==> config.mk <==
export PLATFORM = sky130hd
export DESIGN_NAME = radar_burst_controller
export DESIGN_NICKNAME = d
export VERILOG_FILES = /design/src/rtl/radar_burst_controller.sv
export SDC_FILE = /design/constraint.sdc
export NUM_CORES = 1
export LEC_CHECK = 0
export ABC_AREA = 1
export BUFFER_PORTS_ARGS = -buffer_cell sky130_fd_sc_hd__buf_2
export CORE_AREA = 2 2 194 120
export DETAILED_ROUTE_END_ITERATION = 10
export DIE_AREA = 0 0 196 122
export PLACE_DENSITY = 0.78
export SLEW_MARGIN = 20
export SYNTH_ARGS = -nofsm -noshare
export SYNTH_HDL_FRONTEND = slang
export SYNTH_SLANG_ARGS = --single-unit
==> constraint.sdc <==
create_clock -name clk_fmc150 -period 2.9 [get_ports clk_fmc150]
set_input_delay 0.145 -clock clk_fmc150 [delete_from_list [all_inputs] [get_ports clk_fmc150]]
set_output_delay 0.145 -clock clk_fmc150 [all_outputs]
set_load 0.005 [all_outputs]
==> src/rtl/radar_burst_controller.sv <==
// rtl/radar_burst_controller.sv - multi-pulse chirp burst sequencer for the GPR front end
module radar_burst_controller #(
  parameter int CNT_W       = 32,
  parameter int NUM_CH      = 4,
  parameter int CH_W        = 2,
  parameter int PIDX_W      = 16,
  parameter int TIMEOUT_CYC = 245760
) (
  input  logic              clk_fmc150,
  input  logic              aresetn,
  input  logic [1:0]        cfg_mode,
  input  logic [CNT_W-1:0]  cfg_prp_cycles,
  input  logic [CNT_W-1:0]  cfg_collect_cycles,
  input  logic [PIDX_W-1:0] cfg_pulses,
  input  logic [NUM_CH-1:0] cfg_ch_mask,
  input  logic              start,
  input  logic              stop,
  input  logic              abort,
  input  logic              chirp_ready,
  input  logic              chirp_done,
  output logic              chirp_init,
  output logic              chirp_enable,
  output logic              adc_enable,
  output logic [CH_W-1:0]   ch_sel,
  output logic [PIDX_W-1:0] pulse_idx,
  output logic              busy,
  output logic              burst_done,
  output logic              err_cfg,
  output logic              err_timeout,
  output logic              err_overrun
);

  typedef enum logic [2:0] {
    S_IDLE, S_ARM, S_WAIT_PRP, S_CHIRP, S_COLLECT, S_NEXT, S_DONE
  } state_t;

  state_t state, state_nxt;

  logic [1:0]        mode_q;
  logic [CNT_W-1:0]  prp_q, collect_q;
  logic [PIDX_W-1:0] pulses_q;
  logic [NUM_CH-1:0] mask_q;
  logic [CNT_W-1:0]  prp_timer, to_timer, col_timer;
  logic              stop_lat;

  logic mode_ok, cfg_ok, accept, reject, fire, last_pulse, timeout_hit, end_burst;

  function automatic logic [CH_W-1:0] lowest_set(input logic [NUM_CH-1:0] m);
    lowest_set = '0;
    for (int k = NUM_CH - 1; k >= 0; k--)
      if (m[k]) lowest_set = CH_W'(k);
  endfunction

  // Nearest enabled channel above cur, wrapping to the lowest enabled one.
  function automatic logic [CH_W-1:0] next_set(input logic [NUM_CH-1:0] m,
                                               input logic [CH_W-1:0] cur);
    next_set = lowest_set(m);
    for (int k = NUM_CH - 1; k >= 0; k--)
      if (m[k] && (k > int'(cur))) next_set = CH_W'(k);
  endfunction

  always_comb begin
    mode_ok     = (cfg_mode == 2'd1) || (cfg_mode == 2'd2);
    cfg_ok      = (cfg_pulses != '0) && (cfg_ch_mask != '0) && (cfg_prp_cycles != '0);
    accept      = (state == S_IDLE) && start && mode_ok && cfg_ok;
    reject      = (state == S_IDLE) && start && mode_ok && !cfg_ok && !abort;
    fire        = ((state == S_ARM) || (state == S_WAIT_PRP)) && (prp_timer == '0) && chirp_ready;
    last_pulse  = (pulse_idx == pulses_q - PIDX_W'(1));
    timeout_hit = (state == S_CHIRP) && !chirp_done && (to_timer <= CNT_W'(1));
    end_burst   = last_pulse && ((mode_q == 2'd1) || stop_lat || stop);
  end

  always_ff @(posedge clk_fmc150) begin
    if (!aresetn) state <= S_IDLE;
    else          state <= state_nxt;
  end

  always_comb begin
    state_nxt    = state;
    chirp_enable = (state == S_CHIRP);
    adc_enable   = (state == S_CHIRP) || (state == S_COLLECT);
    busy         = (state != S_IDLE);
    burst_done   = (state == S_DONE);
    if (abort) begin
      state_nxt = S_IDLE;
    end else begin
      case (state)
        S_IDLE:              if (accept) state_nxt = S_ARM;
        S_ARM, S_WAIT_PRP:   if (fire) state_nxt = S_CHIRP;
        S_CHIRP: begin
          if (chirp_done)       state_nxt = (collect_q == '0) ? S_NEXT : S_COLLECT;
          else if (timeout_hit) state_nxt = S_DONE;
        end
        S_COLLECT:           if (col_timer == '0) state_nxt = S_NEXT;
        S_NEXT:              state_nxt = end_burst ? S_DONE : S_WAIT_PRP;
        S_DONE:              state_nxt = S_IDLE;
        default:             state_nxt = S_IDLE;
      endcase
    end
  end

  always_ff @(posedge clk_fmc150) begin
    if (!aresetn) begin
      mode_q      <= '0;
      prp_q       <= '0;
      collect_q   <= '0;
      pulses_q    <= '0;
      mask_q      <= '0;
      prp_timer   <= '0;
      to_timer    <= '0;
      col_timer   <= '0;
      stop_lat    <= 1'b0;
      chirp_init  <= 1'b0;
      ch_sel      <= '0;
      pulse_idx   <= '0;
      err_cfg     <= 1'b0;
      err_timeout <= 1'b0;
      err_overrun <= 1'b0;
    end else begin
      chirp_init <= 1'b0;
      if ((state != S_IDLE) && (prp_timer != '0)) prp_timer <= prp_timer - CNT_W'(1);
      if ((state == S_CHIRP) && (to_timer != '0)) to_timer <= to_timer - CNT_W'(1);
      if ((state == S_COLLECT) && (col_timer != '0)) col_timer <= col_timer - CNT_W'(1);

      if (state == S_IDLE) stop_lat <= 1'b0;
      else if (stop)       stop_lat <= 1'b1;

      if (!abort) begin
        if (reject) err_cfg <= 1'b1;
        if (accept) begin
          mode_q      <= cfg_mode;
          prp_q       <= cfg_prp_cycles;
          collect_q   <= cfg_collect_cycles;
          pulses_q    <= cfg_pulses;
          mask_q      <= cfg_ch_mask;
          prp_timer   <= '0;
          err_cfg     <= 1'b0;
          err_timeout <= 1'b0;
          err_overrun <= 1'b0;
          pulse_idx   <= '0;
          ch_sel      <= lowest_set(cfg_ch_mask);
        end
        if (fire) begin
          chirp_init <= 1'b1;
          prp_timer  <= prp_q - CNT_W'(1);
          to_timer   <= CNT_W'(TIMEOUT_CYC);
        end
        if ((state == S_CHIRP) && chirp_done) col_timer <= collect_q - CNT_W'(1);
        // PRP period ran out before this pulse finished chirping/collecting.
        if (((state == S_CHIRP) || (state == S_COLLECT)) && (prp_timer == CNT_W'(1)))
          err_overrun <= 1'b1;
        if (timeout_hit) err_timeout <= 1'b1;
        if ((state == S_NEXT) && !end_burst) begin
          ch_sel    <= next_set(mask_q, ch_sel);
          pulse_idx <= last_pulse ? '0 : pulse_idx + PIDX_W'(1);
        end
      end
    end
  end

endmodule

; ---- Word level (Yosys, flattened, before mapping)
; Index checks and enable logic that the tools add are counted.
[totals]
reg_bits = 208
input_bits = 93
[classes]
n_bitwise = 2
n_addsub = 7
n_mux = 40
reduce_logical = 54
order_cmp = 4
n_eq_ne = 15
[op_table]
columns = op, n
row1 = $mux 32, 10
row2 = $sub 32x1->32 const B, 5
row3 = $reduce_bool 32->1, 4
row4 = $logic_not 32->1, 3
row5 = $mux 16, 3
row6 = $eq 32x1->1 const B, 1
row7 = $le 32x1->1 const B, 1
row8 = $mux 2, 13
row9 = $logic_and 1x1->1, 21
row10 = $mux 3, 6
row11 = $add 16x1->16 const B, 1
row12 = $eq 16x16->1, 1
row13 = $reduce_bool 16->1, 1
row14 = $sub 16x1->16 const B, 1
row15 = $pmux 3 s5, 1
row16 = $reduce_and 2->1, 5
row17 = $eq 3x3->1 const B, 3
row18 = $reduce_bool 2->1, 4
row19 = $mux 1, 7
row20 = $eq 3x2->1 const B, 2
row21 = $ne 2x2->1 const B, 3
row22 = $reduce_or 2->1, 3
row23 = $logic_or 1x1->1, 5
row24 = $eq 2x1->1 const B, 2
row25 = 11 further kinds, 16

; ---- Longest topological paths before layout
[depth]
ltp_word = 8
depth_mapped = 18
depth_no_buf = 17

; ---- Least setup slack after synthesis
; OpenSTA, ideal clock, no wires.
[synth_path]
path_kind = register to register
startpoint = register pulses_q[0]
endpoint = register pulse_idx[11]
slack_ps = 889
t_required_ps = 2787
t_arrival_ps = 1898
setup_ps = 113
synth_period_minus_slack_ps = 2011
path_stages_with_launch = 17
path_cell_list = dfxtp_1 inv_1 ha_1 nand2_4 nor2_4 nand2_2 nand2_2 nand2_1 nor2_2 nand2_2 nor2_4 nand3_4 nand3_4 buf_4 nand3_1 nand2_1 nor2_1
[synth_between]
elab_chain_cells = 7
elab_cells_between_ends = 9
[synth_lines]
columns = item, line_no
row1 = start: declaration, 41  ; logic [PIDX_W-1:0] pulses_q;
row2 = start signal: assignment, 134  ; pulses_q <= cfg_pulses;
row3 = $sub 16x1->16 (*), 68  ; last_pulse = (pulse_idx == pulses_q - PIDX_W'(1));
row4 = $eq 16x16->1 (*), 68
row5 = $logic_and 1x1->1, 70  ; end_burst = last_pulse && ((mode_q == 2'd1) || stop_lat || stop);
row6 = $logic_not 1->1, 153  ; if ((state == S_NEXT) && !end_burst) begin
row7 = $logic_and 1x1->1, 153
row8 = $reduce_bool 2->1 (no line), -
row9 = $reduce_and 2->1 (no line), -
row10 = end signal: assignment, 155  ; pulse_idx <= last_pulse ? '0 : pulse_idx + PIDX_W'(1);
row11 = end: declaration, 25  ; output logic [PIDX_W-1:0] pulse_idx,
; Every way passes the cells marked *; elsewhere a longest branch is shown, timed or not.
; A chain may end at the register's enable or synchronous reset.

; ---- Worst setup path in the final report
[layout_path]
startpoint = input cfg_prp_cycles[29]
endpoint = register prp_timer[21]
[layout_between]
elab_chain_cells = 6
[layout_lines]
columns = item, line_no
row1 = start: declaration, 12  ; input logic [CNT_W-1:0] cfg_prp_cycles,
row2 = $reduce_bool 32->1, 64  ; cfg_ok = (cfg_pulses != '0) && (cfg_ch_mask != '0) && (cfg_prp_cycles != '0);
row3 = $logic_and 1x1->1, 64
row4 = $logic_and 1x1->1, 65  ; accept = (state == S_IDLE) && start && mode_ok && cfg_ok;
row5 = $mux 32, 130  ; if (accept) begin
row6 = $mux 32, 143  ; if (fire) begin
row7 = $mux 32, 128  ; if (!abort) begin
row8 = end signal: assignment, 121  ; if ((state != S_IDLE) && (prp_timer != '0)) prp_timer <= prp_timer - CNT_W'(1);
row9 = end signal: assignment, 145  ; prp_timer <= prp_q - CNT_W'(1);
row10 = end: declaration, 43  ; logic [CNT_W-1:0] prp_timer, to_timer, col_timer;
; Every way passes these cells.

==> results by group <==
Outcome
  • Status: finished, final reports clean

Critical path
  • Required time of the critical path: 3330 ps
  • Critical-path cell list: dlygate4sd3_1 > buf_2 > nor4_1 > nand3b_1 > nor2_1 > nor2_2 > nand2_4 > buf_4 > nand2_4 > inv_1 > nand3_1 > o21ai_0
  • Arr. time, crit path: roughly 3000 ps
  • FF-to-FF Start: state[0]
  • Crit path kind: input pin to register
  • Critical Path Source Type: input pin
  • Crit Path Max Fanout: 59
  • Worst path slowest cell: dlygate4sd3_1
  • Critical path capture point type: register
  • CP max stage delay: 540 ps
  • Buf+Inv Stages, Crit Path: 4
  • FF-to-FF End: prp_timer[21]
  • R2R depth: 13
  • Most prevalent standard cell on the critical path: nand2_4
  • R2R Setup Slk: between 300 and 400 ps
  • Worst path top cell family by delay: buffers and inverters

Timing
  • Worst slew margin: 50.6%
  • Peak Freq: 390 MHz
  • Worst slew pin tran: 737 ps
  • Layout Skew: around 23 ps
  • Final Hold Slack: 38.5 ps
  • Final Max Tran Viols: 0
  • Final Hold Viols: 0
  • Min cycle time layout: 2560 ps
  • Post-route setup slack: 339 ps
  • Final setup fails: 0
  • Period utilization: around 88%
  • RSZ-0062 raised after global routing: no
  • Final setup TNS: 0 ps

Detailed routing
  • DRC: 0
  • Routed length per instance: 16.3 um
  • Post-route antenna net violation count: 0
  • Initial DRC count: 1483
  • First-pass detailed-route iteration total: 5
  • Overall routed net length: 41.6 mm
  • DR vias/cell: 5.65
  • Routed vias: 14400

Hold path
  • Hold path startpoint: abort
  • Min-Delay Path Class: input pin to register
  • Worst Hold Path EP: col_timer[23]
  • Worst Hold Depth: 3

Yosys
  • Ys Warns: 0
  • Mapped Cells: ~2100
  • Post-Synthesis Net Count: 2172
  • Seq/Total Area, Yosys: 31.5%
  • Yosys reg bits: 208
  • Syn avg cell area: about 6.4 um^2
  • Synthesized cell area: ~13000 um^2
  • Synth cell types: between 40 and 50

Global route
  • Global route overflow: 0
  • Initial antenna violation count: 0
  • Largest net degree at the start of global routing: 77
  • Vias in the first global route: about 13000
  • First-pass GRT wire length: between 60 and 70 mm
  • GRT Resource Usage Total: between 30% and 40%

Floorplan
  • Row cnt: 43
  • Ports: 119
  • Core area: 22400 um^2
  • Die H: 122 um
  • Die Footprint: roughly 24000 um^2
  • Initial Utilization: 59.1%
  • Width of the die: roughly 200 um

Pwr
  • Combinational group share of total power: approximately 29%
  • Max VDD drop: 0.524 mV
  • Part of the power in registers: 37.6%
  • P_int: 0.00553 W
  • Sw Pwr: 0.00292 W
  • Pwr/cell area: 543 nW/um^2
  • Switch share: between 30% and 40%
  • Clk pwr share: 33.7%
  • P_leak: 7.47 nW
  • Total power draw: 0.00845 W

Placement
  • Placer Congestion: about 1
  • Placed Instances: 2430
  • Dpl ws: approximately 430 ps
  • IO Port Bufs: approximately 120
  • DPL Wire Length: 29.7 mm

Clock tree
  • Cts bufs inserted: 21
  • Root Driver: clkbuf_16
  • Post-CTS resize count: 0
  • # H-tree levels: 1
  • Worst-Skew Late Latency: 530 ps
  • CTS tree: built
  • Clock buffer depth: 3
  • Clock transition at path regs: 60 ps
  • CTS sink cnt: 208

Layout
  • Diode count: 0
  • Layout cell share with drive strength beyond 1: between 10% and 20%
  • Fillers: 1906
  • Finished Layout Cells: 2551
  • # nets final: 2352
  • Area Growth Syn to Fin: 17.6%

Run
  • Max_cap viols: 0
## registers in the layout, indices dropped and copies added, names as in the netlist
name	count
col_timer	32
collect_q	32
prp_q	32
prp_timer	32
to_timer	32
pulse_idx	16
pulses_q	16
mask_q	4
state	3
ch_sel	2
mode_q	2
chirp_init	1
err_cfg	1
err_overrun	1
err_timeout	1
stop_lat	1
## cell usage in the layout (no fill, tap or decap), types with 8 or more instances in the layout
cell type	synthesis	routed
a21oi_1	100	100
nor4_1	26	26
ha_1	12	12
nand4_1	45	45
nand2_2	12	11
nor2_1	444	444
nand2_1	351	351
o31ai_1	11	11
dfxtp_1	208	208
xor2_1	83	83
inv_2	8	8
xnor2_1	44	44
nor2_2	20	20
buf_2	24	117
o21ai_1	8	8
inv_1	203	203
a211oi_1	9	9
nor3_1	36	36
clkbuf_16	0	21
nand3b_1	11	11
buf_4	3	18
nand3_1	151	151
o211ai_1	10	10
dlygate4sd3_1	0	86
o21ai_0	158	158
## power groups by stage
stage / clock (W) / combinational (W) / sequential [W]
2_1_floorplan: 0 / 0.00169 / 0.00319
3_3_place_gp: 0 / 0.00222 / 0.00323
3_5_place_dp: 0 / 0.00225 / 0.00323
4_1_cts: 0.00288 / 0.00235 / 0.00317
5_1_grt: 0.00299 / 0.00271 / 0.00320
6_report: 0.00285 / 0.00242 / 0.00318
## tightest hold or removal path, cell delays in order
cell and delay, ps:
buf_2 190, nand2_1 100, a21oi_1 60
## layer usage
| layer | routed length [um] | part of all wire [%] | global-route usage, % |
|---|---|---|---|
| met2 | 16600 | 40 | 50.3 |
| met5 | 0 | 0 | 0 |
| met4 | 1390 | 3.3 | 11.8 |
| met3 | 4110 | 9.9 | 7.28 |
| met1 | 19500 | 47 | 51.5 |
## cell families (layout without fill, tap and decap cells)
kind of cell               count (synthesis)  in the layout  synth area share [%]
xor gates and xnor gates                 127            127                  8.41
and+or+nand+nor                         1126           1126                  37.5
DFF                                      208            208                  31.5
AOI/OAI and AO/OA                        316            316                  12.9
buffers and inverters                    278            470                  8.64
adders and majority gates                 12             12                  1.13
## cell usage after synthesis, drive strengths merged
| cell type | number | share of area [%] |
|---|---|---|
| a211oi | 9 | 0.51 |
| a21oi | 100 | 3.8 |
| a221oi | 1 | 0.066 |
| a31oi | 7 | 0.33 |
| and2 | 1 | 0.047 |
| buf | 36 | 1.7 |
| clkbuf | 29 | 0.82 |
| clkinv | 2 | 0.095 |
| dfxtp | 208 | 31 |
| ha | 12 | 1.1 |
| inv | 211 | 6.0 |
| nand2 | 370 | 11 |
| nand3 | 154 | 6.1 |
| nand3b | 11 | 0.62 |
| nand4 | 45 | 2.1 |
| nor2 | 470 | 14 |
| nor3 | 39 | 1.6 |
| nor3b | 2 | 0.11 |
| nor4 | 27 | 1.3 |
| o211ai | 10 | 0.57 |
| o21a | 1 | 0.057 |
| o21ai | 166 | 6.3 |
| o21bai | 4 | 0.23 |
| o221ai | 1 | 0.066 |
| o22ai | 5 | 0.28 |
| o31ai | 11 | 0.62 |
| o41ai | 1 | 0.066 |
| or2 | 7 | 0.33 |
| xnor2 | 44 | 2.9 |
| xor2 | 83 | 5.5 |
## worst max path at each step
stage	from	end	slack, ps	cells after the start
2_1_floorplan	pulses_q[0]	pulse_idx[11]	890	16
3_3_place_gp	prp_timer[19]	prp_timer[14]	530	12
3_5_place_dp	state[0]	mode_q[1]	430	13
4_1_cts	state[0]	mode_q[1]	420	13
5_1_grt	state[0]	mode_q[1]	110	13
6_report	cfg_prp_cycles[29]	prp_timer[21]	340	12
## metrics by stage
stage | instance area (um^2) | util [%]
floorplan | 13200 | -
global placement | 14000 | 62.6
detailed placement | 14000 | 62.6
CTS | 15600 | 69.5
global route | 15600 | 69.5
finish | 15600 | 69.5
## cell type report
cell class | instances | area (um^2) | area share (%)
Clock buffer | 27 | 568 | 3.65
Inverter | 213 | 805 | 5.17
Multi-Input combinational cell | 1581 | 7930 | 51.0
Tap cell | 292 | 365 | 2.35
Sequential cell | 208 | 4160 | 26.8
Clock inverter | 8 | 124 | 0.796
Timing Repair Buffer | 222 | 1600 | 10.3
## what timing repair did
action / in CTS / in global routing
hold endpoints to repair: 87 / 0
setup buffers: 0 / 0
hold buffers: 86 / 0
(Power assumes the default switching activity.)
